`config.mk`:
```
export PLATFORM = sky130hd
export DESIGN_NAME = spi_deserializer_flat
export DESIGN_NICKNAME = d
export VERILOG_FILES = /design/src/rtl/spi_deserializer_if.sv /design/src/rtl/spi_deserializer.sv /design/src/flat_wrapper.sv
export SDC_FILE = /design/constraint.sdc
export NUM_CORES = 1
export LEC_CHECK = 0
export CAP_MARGIN = 5
export CELL_PAD_IN_SITES_DETAIL_PLACEMENT = 0
export CELL_PAD_IN_SITES_GLOBAL_PLACEMENT = 1
export CORE_MARGIN = 5
export CORE_UTILIZATION = 30
export CTS_CLUSTER_DIAMETER = 50
export DETAILED_ROUTE_END_ITERATION = 7
export GPL_ROUTABILITY_DRIVEN = 0
export HOLD_SLACK_MARGIN = 0.06
export PLACE_DENSITY_LB_ADDON = 0.1
export SYNTH_ARGS = -nofsm -noshare
export SYNTH_HDL_FRONTEND = slang
export SYNTH_SLANG_ARGS = --single-unit
```
`constraint.sdc`:
```
create_clock -name clk -period 4.29 [get_ports clk]
set_input_delay 0.858 -clock clk [delete_from_list [all_inputs] [get_ports clk]]
set_output_delay 0.858 -clock clk [all_outputs]
set_load 0.02 [all_outputs]
```
`src/rtl/spi_deserializer_if.sv`:
```
// ----------------------------------------------------------------------------
// spi_deserializer_if
//   Groups the serial input pins, the receive-FIFO write port and the status
//   flags of the SPI receive stage into one bundle.
//
//   sclk         serial clock, asynchronous to clk
//   mosi         serial data, stable at the sclk rising edge
//   full         receive FIFO full
//   clr_overrun  one-cycle pulse that clears the sticky overrun flag
//   writeEn      FIFO write strobe
//   writeData    word written to the FIFO
//   busy         partial word in progress, or a word waiting to be written
//   overrun      sticky: a completed word was dropped
//   frame_err    one-cycle pulse: a partial word was discarded by the timeout
//
//   slave  : the deserializer side
//   master : the side that drives the pins and owns the FIFO
// ----------------------------------------------------------------------------
interface spi_deserializer_if #(
    parameter int DATAWIDTH = 32
);
    logic                 sclk;
    logic                 mosi;
    logic                 full;
    logic                 clr_overrun;
    logic                 writeEn;
    logic [DATAWIDTH-1:0] writeData;
    logic                 busy;
    logic                 overrun;
    logic                 frame_err;

    modport slave (
        input  sclk, mosi, full, clr_overrun,
        output writeEn, writeData, busy, overrun, frame_err
    );

    modport master (
        output sclk, mosi, full, clr_overrun,
        input  writeEn, writeData, busy, overrun, frame_err
    );
endinterface

```
`src/rtl/spi_deserializer.sv`:
```
// ----------------------------------------------------------------------------
// spi_deserializer
//   Receive-side SPI stage. sclk and mosi are oversampled in the clk domain and
//   DATAWIDTH-bit words are shifted in MSB-first on every sclk rising edge.
//   Each completed word is handed to the receive FIFO through a one-word output
//   buffer, so reception continues while a word waits on a full FIFO. A partial
//   word that sees no sclk rise for TIMEOUT clk cycles is dropped, which
//   realigns word boundaries with the master.
//
//   clk   system clock
//   rst   asynchronous, active-high reset
//   bus   spi_deserializer_if.slave (serial pins, FIFO write port, status)
// ----------------------------------------------------------------------------
module spi_deserializer #(
    parameter int DATAWIDTH       = 32,
    parameter int BITCOUNTERWIDTH = $clog2(DATAWIDTH),
    parameter int SYNC_STAGES     = 2,
    parameter int TIMEOUT         = 64,
    parameter int TOCNTWIDTH      = $clog2(TIMEOUT + 1)
) (
    input  logic                   clk,
    input  logic                   rst,
    spi_deserializer_if.slave      bus
);

    typedef enum logic {
        IDLE  = 1'b0,
        SHIFT = 1'b1
    } state_t;

    typedef logic [BITCOUNTERWIDTH:0] bitcnt_t;
    typedef logic [TOCNTWIDTH-1:0]    tocnt_t;
    typedef logic [DATAWIDTH-1:0]     word_t;

    localparam bitcnt_t LAST_BIT = bitcnt_t'(DATAWIDTH - 1);
    localparam tocnt_t  TO_LAST  = tocnt_t'(TIMEOUT - 1);

    logic [SYNC_STAGES-1:0] sclk_sync;
    logic [SYNC_STAGES-1:0] mosi_sync;
    logic                   sclk_s;
    logic                   mosi_s;
    logic                   sclk_q;
    logic                   rise;

    state_t  state, state_next;
    word_t   shift_reg, shift_next;
    bitcnt_t bit_cnt, bit_cnt_next;
    tocnt_t  to_cnt, to_cnt_next;
    word_t   shifted;
    logic    word_done;
    logic    timeout_hit;

    word_t   out_buf;
    logic    pending;
    logic    overrun;
    logic    frame_err;
    logic    write;

    // Both pins go through identical chains so the data bit sampled on a
    // detected rise is the one that was stable at the pin edge.
    always_ff @(posedge clk or posedge rst) begin
        if (rst) begin
            sclk_sync <= '0;
            mosi_sync <= '0;
            sclk_q    <= 1'b0;
        end else begin
            sclk_sync <= {sclk_sync[SYNC_STAGES-2:0], bus.sclk};
            mosi_sync <= {mosi_sync[SYNC_STAGES-2:0], bus.mosi};
            sclk_q    <= sclk_s;
        end
    end

    assign sclk_s = sclk_sync[SYNC_STAGES-1];
    assign mosi_s = mosi_sync[SYNC_STAGES-1];
    assign rise   = sclk_s & ~sclk_q;

    // The size cast drops the top bit, which also covers DATAWIDTH==1.
    assign shifted = word_t'({shift_reg, mosi_s});

    always_ff @(posedge clk or posedge rst) begin
        if (rst) begin
            state     <= IDLE;
            shift_reg <= '0;
            bit_cnt   <= '0;
            to_cnt    <= '0;
            frame_err <= 1'b0;
        end else begin
            state     <= state_next;
            shift_reg <= shift_next;
            bit_cnt   <= bit_cnt_next;
            to_cnt    <= to_cnt_next;
            frame_err <= timeout_hit;
        end
    end

    always_comb begin
        state_next   = state;
        shift_next   = shift_reg;
        bit_cnt_next = bit_cnt;
        to_cnt_next  = to_cnt;
        word_done    = 1'b0;
        timeout_hit  = 1'b0;

        if (rise) begin
            to_cnt_next = '0;
            // In IDLE bit_cnt is 0, so a one-bit word completes on its first rise.
            if (bit_cnt == LAST_BIT) begin
                word_done    = 1'b1;
                shift_next   = '0;
                bit_cnt_next = '0;
                state_next   = IDLE;
            end else begin
                shift_next   = shifted;
                bit_cnt_next = bit_cnt + 1'b1;
                state_next   = SHIFT;
            end
        end else begin
            case (state)
                IDLE: begin
                    to_cnt_next = '0;
                end
                SHIFT: begin
                    if (to_cnt == TO_LAST) begin
                        timeout_hit  = 1'b1;
                        shift_next   = '0;
                        bit_cnt_next = '0;
                        to_cnt_next  = '0;
                        state_next   = IDLE;
                    end else begin
                        to_cnt_next = to_cnt + 1'b1;
                    end
                end
                default: begin
                    state_next = IDLE;
                end
            endcase
        end
    end

    assign write = pending & ~bus.full;

    // A completing word may replace the buffered one only in the cycle that
    // buffered word is being written; otherwise the new word is lost.
    always_ff @(posedge clk or posedge rst) begin
        if (rst) begin
            out_buf <= '0;
            pending <= 1'b0;
            overrun <= 1'b0;
        end else begin
            if (word_done) begin
                if (!pending || write) begin
                    out_buf <= shifted;
                    pending <= 1'b1;
                end
            end else if (write) begin
                pending <= 1'b0;
            end

            if (word_done && pending && !write) begin
                overrun <= 1'b1;
            end else if (bus.clr_overrun) begin
                overrun <= 1'b0;
            end
        end
    end

    assign bus.writeEn   = write;
    assign bus.writeData = out_buf;
    assign bus.busy      = (state == SHIFT) | pending;
    assign bus.overrun   = overrun;
    assign bus.frame_err = frame_err;

endmodule

```
`src/flat_wrapper.sv`:
```
// flat-port wrapper written by rule: the top's interface ports become plain ports
module spi_deserializer_flat 
#(
    parameter int DATAWIDTH       = 32,
    parameter int BITCOUNTERWIDTH = $clog2(DATAWIDTH),
    parameter int SYNC_STAGES     = 2,
    parameter int TIMEOUT         = 64,
    parameter int TOCNTWIDTH      = $clog2(TIMEOUT + 1)
)
  (clk, rst, bus_sclk, bus_mosi, bus_full, bus_clr_overrun, bus_writeEn, bus_writeData, bus_busy, bus_overrun, bus_frame_err);
  spi_deserializer_if #(.DATAWIDTH(DATAWIDTH)) bus_i ();
  input  logic clk;
  input  logic rst;
  input wire logic [$bits(bus_i.sclk)-1:0] bus_sclk;
  input wire logic [$bits(bus_i.mosi)-1:0] bus_mosi;
  input wire logic [$bits(bus_i.full)-1:0] bus_full;
  input wire logic [$bits(bus_i.clr_overrun)-1:0] bus_clr_overrun;
  output wire logic [$bits(bus_i.writeEn)-1:0] bus_writeEn;
  output wire logic [$bits(bus_i.writeData)-1:0] bus_writeData;
  output wire logic [$bits(bus_i.busy)-1:0] bus_busy;
  output wire logic [$bits(bus_i.overrun)-1:0] bus_overrun;
  output wire logic [$bits(bus_i.frame_err)-1:0] bus_frame_err;
  assign bus_i.sclk = bus_sclk;
  assign bus_i.mosi = bus_mosi;
  assign bus_i.full = bus_full;
  assign bus_i.clr_overrun = bus_clr_overrun;
  assign bus_writeEn = bus_i.writeEn;
  assign bus_writeData = bus_i.writeData;
  assign bus_busy = bus_i.busy;
  assign bus_overrun = bus_i.overrun;
  assign bus_frame_err = bus_i.frame_err;
  spi_deserializer #(.DATAWIDTH(DATAWIDTH), .BITCOUNTERWIDTH(BITCOUNTERWIDTH), .SYNC_STAGES(SYNC_STAGES), .TIMEOUT(TIMEOUT), .TOCNTWIDTH(TOCNTWIDTH)) u_core (.clk(clk), .rst(rst), .bus(bus_i));
endmodule
```
==> results.json <==
{
  "use_met3": 0.0281,
  "postCtsHoldBufs": 0,
  "wirelength_um": 6230,
  "fin_area_mm2": 0.00401,
  "leakage_nw": 1.87,
  "insertion_delay_ns": 0.35,
  "worstPathRequired_ns": 3.43,
  "rsz0062_at_grt": "false",
  "vias": 1933,
  "cts_tree": "yes",
  "die_h_um": 114,
  "wl_per_cell_um": 15.1,
  "hold_path.class": "reg -> reg",
  "grt_antenna_before_repair": 0,
  "syn_inst": 222,
  "grt_max_degree": 34,
  "clock_sinks": 85,
  "largest_reg_flops": 32,
  "cp_cell_sequence": "clkdlybuf4s50_1 > nor2b_1 > clkdlybuf4s50_1",
  "pre_cts_ws_ns": 1.43,
  "crit_type": "in -> out",
  "placed_cells": 396,
  "fin_cells": 412,
  "fillers": 1076,
  "fin_setup_tns_ns": 0,
  "coreArea_mm2": 0.0107,
  "globalRouteOverflowTotal": 0,
  "critPathLaunch": "bus_full",
  "ys_seq_elements": 85,
  "dpl_cell_area_mm2": 0.00379,
  "dp_hpwl_um": 3890,
  "worst_slack_ns": 1.44,
  "cp_max_fo": 2,
  "grtUsageMet1": 0.149,
  "portBuffers": 41,
  "drtPass1Iterations": 4,
  "worstHoldStart": "u_core.mosi_sync[0]",
  "totalPowerFinal_w": 0.00164,
  "crit_path_frequent_cell": "clkdlybuf4s50_1",
  "yosysSeqAreaShare": 0.656,
  "clk_pin_slew_ns": 0.09,
  "start_kind": "primary input",
  "fin_skew_ns": 0.0105,
  "synth_area_mm2": 0.00324,
  "finalCritPeriodShare": 0.665,
  "cts_resized": 0,
  "grt_use_met2": 0.146,
  "drv_cap": 0,
  "top_usage_layer": "met1",
  "async_flop_share": 1.00,
  "synthesis.nets": 230,
  "status": "finished, final reports clean",
  "drive_gt1_frac": 0.191,
  "first_global_vias": 2017,
  "cts_made_buffers": 9,
  "drt_iter0_drc": 96,
  "avgSynthCellArea_um2": 14.6,
  "clock.fmax_mhz": 350,
  "hold_viol_final": 0,
  "worstMarginPinSlew_ns": 0.936,
  "grt_pass1_wl_um": 10600,
  "fin_nets": 275,
  "slew_headroom": 0.374,
  "drc": 0,
  "cts_root_buffer": "clkbuf_8",
  "synth_top_area_cell": "dfrtp_1",
  "ys.flop_type": "dfrtp_1",
  "cp_slowest_cell": "clkdlybuf4s50_1",
  "syn_to_final_growth_pct": 23.8,
  "die_area_mm2": 0.0130,
  "r2r-start": "u_core.bit_cnt[0]",
  "synth.distinct_cells": 33,
  "cts_setup_buffers": 0,
  "design.portCount": 42,
  "initial_core_util": 0.303,
  "slew_viol_final": 0,
  "track_usage": 0.104,
  "num_rows": 38,
  "cp-end-kind": "output pin",
  "via_per_inst": 4.69,
  "setup_viol": 0,
  "max_stage_delay_ns": 0.61,
  "synth_edf_count": 0,
  "synth_warnings": 0,
  "htreeDepth": 3,
  "power_density_mw_per_mm2": 410,
  "irDropWorstVdd_uv": 132,
  "clock_path_buffers": 2,
  "die_w_um": 114,
  "ant_nets": 0,
  "period_minus_slack_ns": 2.85,
  "synth_area_leaders": "dfrtp_1, mux2_2, a22o_1",
  "cp.arrival_ns": 2.00,
  "antennaDiodeCount": 0,
  "synth_top_cell_area_share": 0.656
}
[metal layers]
layer	routed length, µm	part of all wire
met1	3140	0.50
met2	2750	0.44
met3	243	0.039
met4	97	0.016
met5	0	0
[synthesized netlist by cell type, types with 2 or more instances]
| library cell | number |
|---|---|
| o21ai_0 | 4 |
| nand3_1 | 7 |
| inv_1 | 5 |
| buf_6 | 3 |
| mux2_1 | 6 |
| mux2_2 | 27 |
| nand2_1 | 7 |
| buf_2 | 8 |
| a22o_1 | 32 |
| a211o_1 | 2 |
| dfrtp_1 | 85 |
| or3_1 | 2 |
| nor2_1 | 7 |
| a21oi_1 | 3 |
| nor4b_1 | 2 |
| ha_1 | 2 |
| xor2_1 | 2 |
| nand2b_1 | 2 |
| nor2b_1 | 2 |
[area by class of cell]
cell class / instances / area [µm²] / share of cell area
flip-flops and latches: 85 / 2130 / 0.530
multi-input cells: 121 / 1030 / 0.257
repair buffers: 45 / 440 / 0.110
well taps: 140 / 175 / 0.0437
clock buffers: 11 / 151 / 0.0377
clock inverters: 5 / 66.3 / 0.0165
inverters: 5 / 20.0 / 0.00499
[critical path: cells and delay by family]
kind	cells	cell delay, ns
simple gates	1	0.11
buf+inv	2	1.03
[worst paths after layout]
check | end | slack, ns | depth (start not counted)
max | bus_writeEn | 1.44 | 3
min | u_core.mosi_sync[1] | 0.36 | 0
max reg2reg | u_core.bus.writeData[31] | 2.13 | 5
min reg2reg | u_core.mosi_sync[1] | 0.36 | 0
max in group asynchronous | u_core.bit_cnt[2] | 2.68 | 3
min in group asynchronous | u_core.shift_reg[19] | 0.85 | 2
[where the power goes]
group | switching, W | internal, W | leakage [nW] | total [W]
Clock | 0.000299 | 0.000308 | 0.108 | 0.000607
Combinational | 0.0000643 | 0.0000602 | 0.604 | 0.000125
Sequential | 0.0000575 | 0.000855 | 1.16 | 0.000913
Total | 0.000421 | 0.00122 | 1.87 | 0.00164
[cells in the final DEF (no fill, tap or decap), types with 6 or more instances in the layout]
master           instances
nand3_1                  7
mux2_2                  27
mux2_1                   6
clkbuf_8                11
nor2_1                   7
clkdlybuf4s50_1         41
nand2_1                  7
dfrtp_1                 85
a22o_1                  32
[cells by family (layout without fill, tap and decap cells)]
family                   count (synthesis)  after routing  synth area share
AND/OR/NAND/NOR                         36             36            0.0660
buffers and inverters                   16             66            0.0286
XOR/XNOR                                 3              3           0.00811
multiplexers                            33             33             0.115
adder cells (fa/ha/maj)                  2              2           0.00772
AO/OA/AOI/OAI                           47             47             0.119
flip-flops                              85             85             0.656
[through the flow]
stage          utilization  hold WS, ns
2_1_floorplan            -        0.331
3_3_place_gp         0.355        0.338
3_5_place_dp         0.355        0.340
4_1_cts              0.375        0.363
5_1_grt              0.375        0.378
6_report             0.375        0.356
Power figures use the tool's default switching activity.
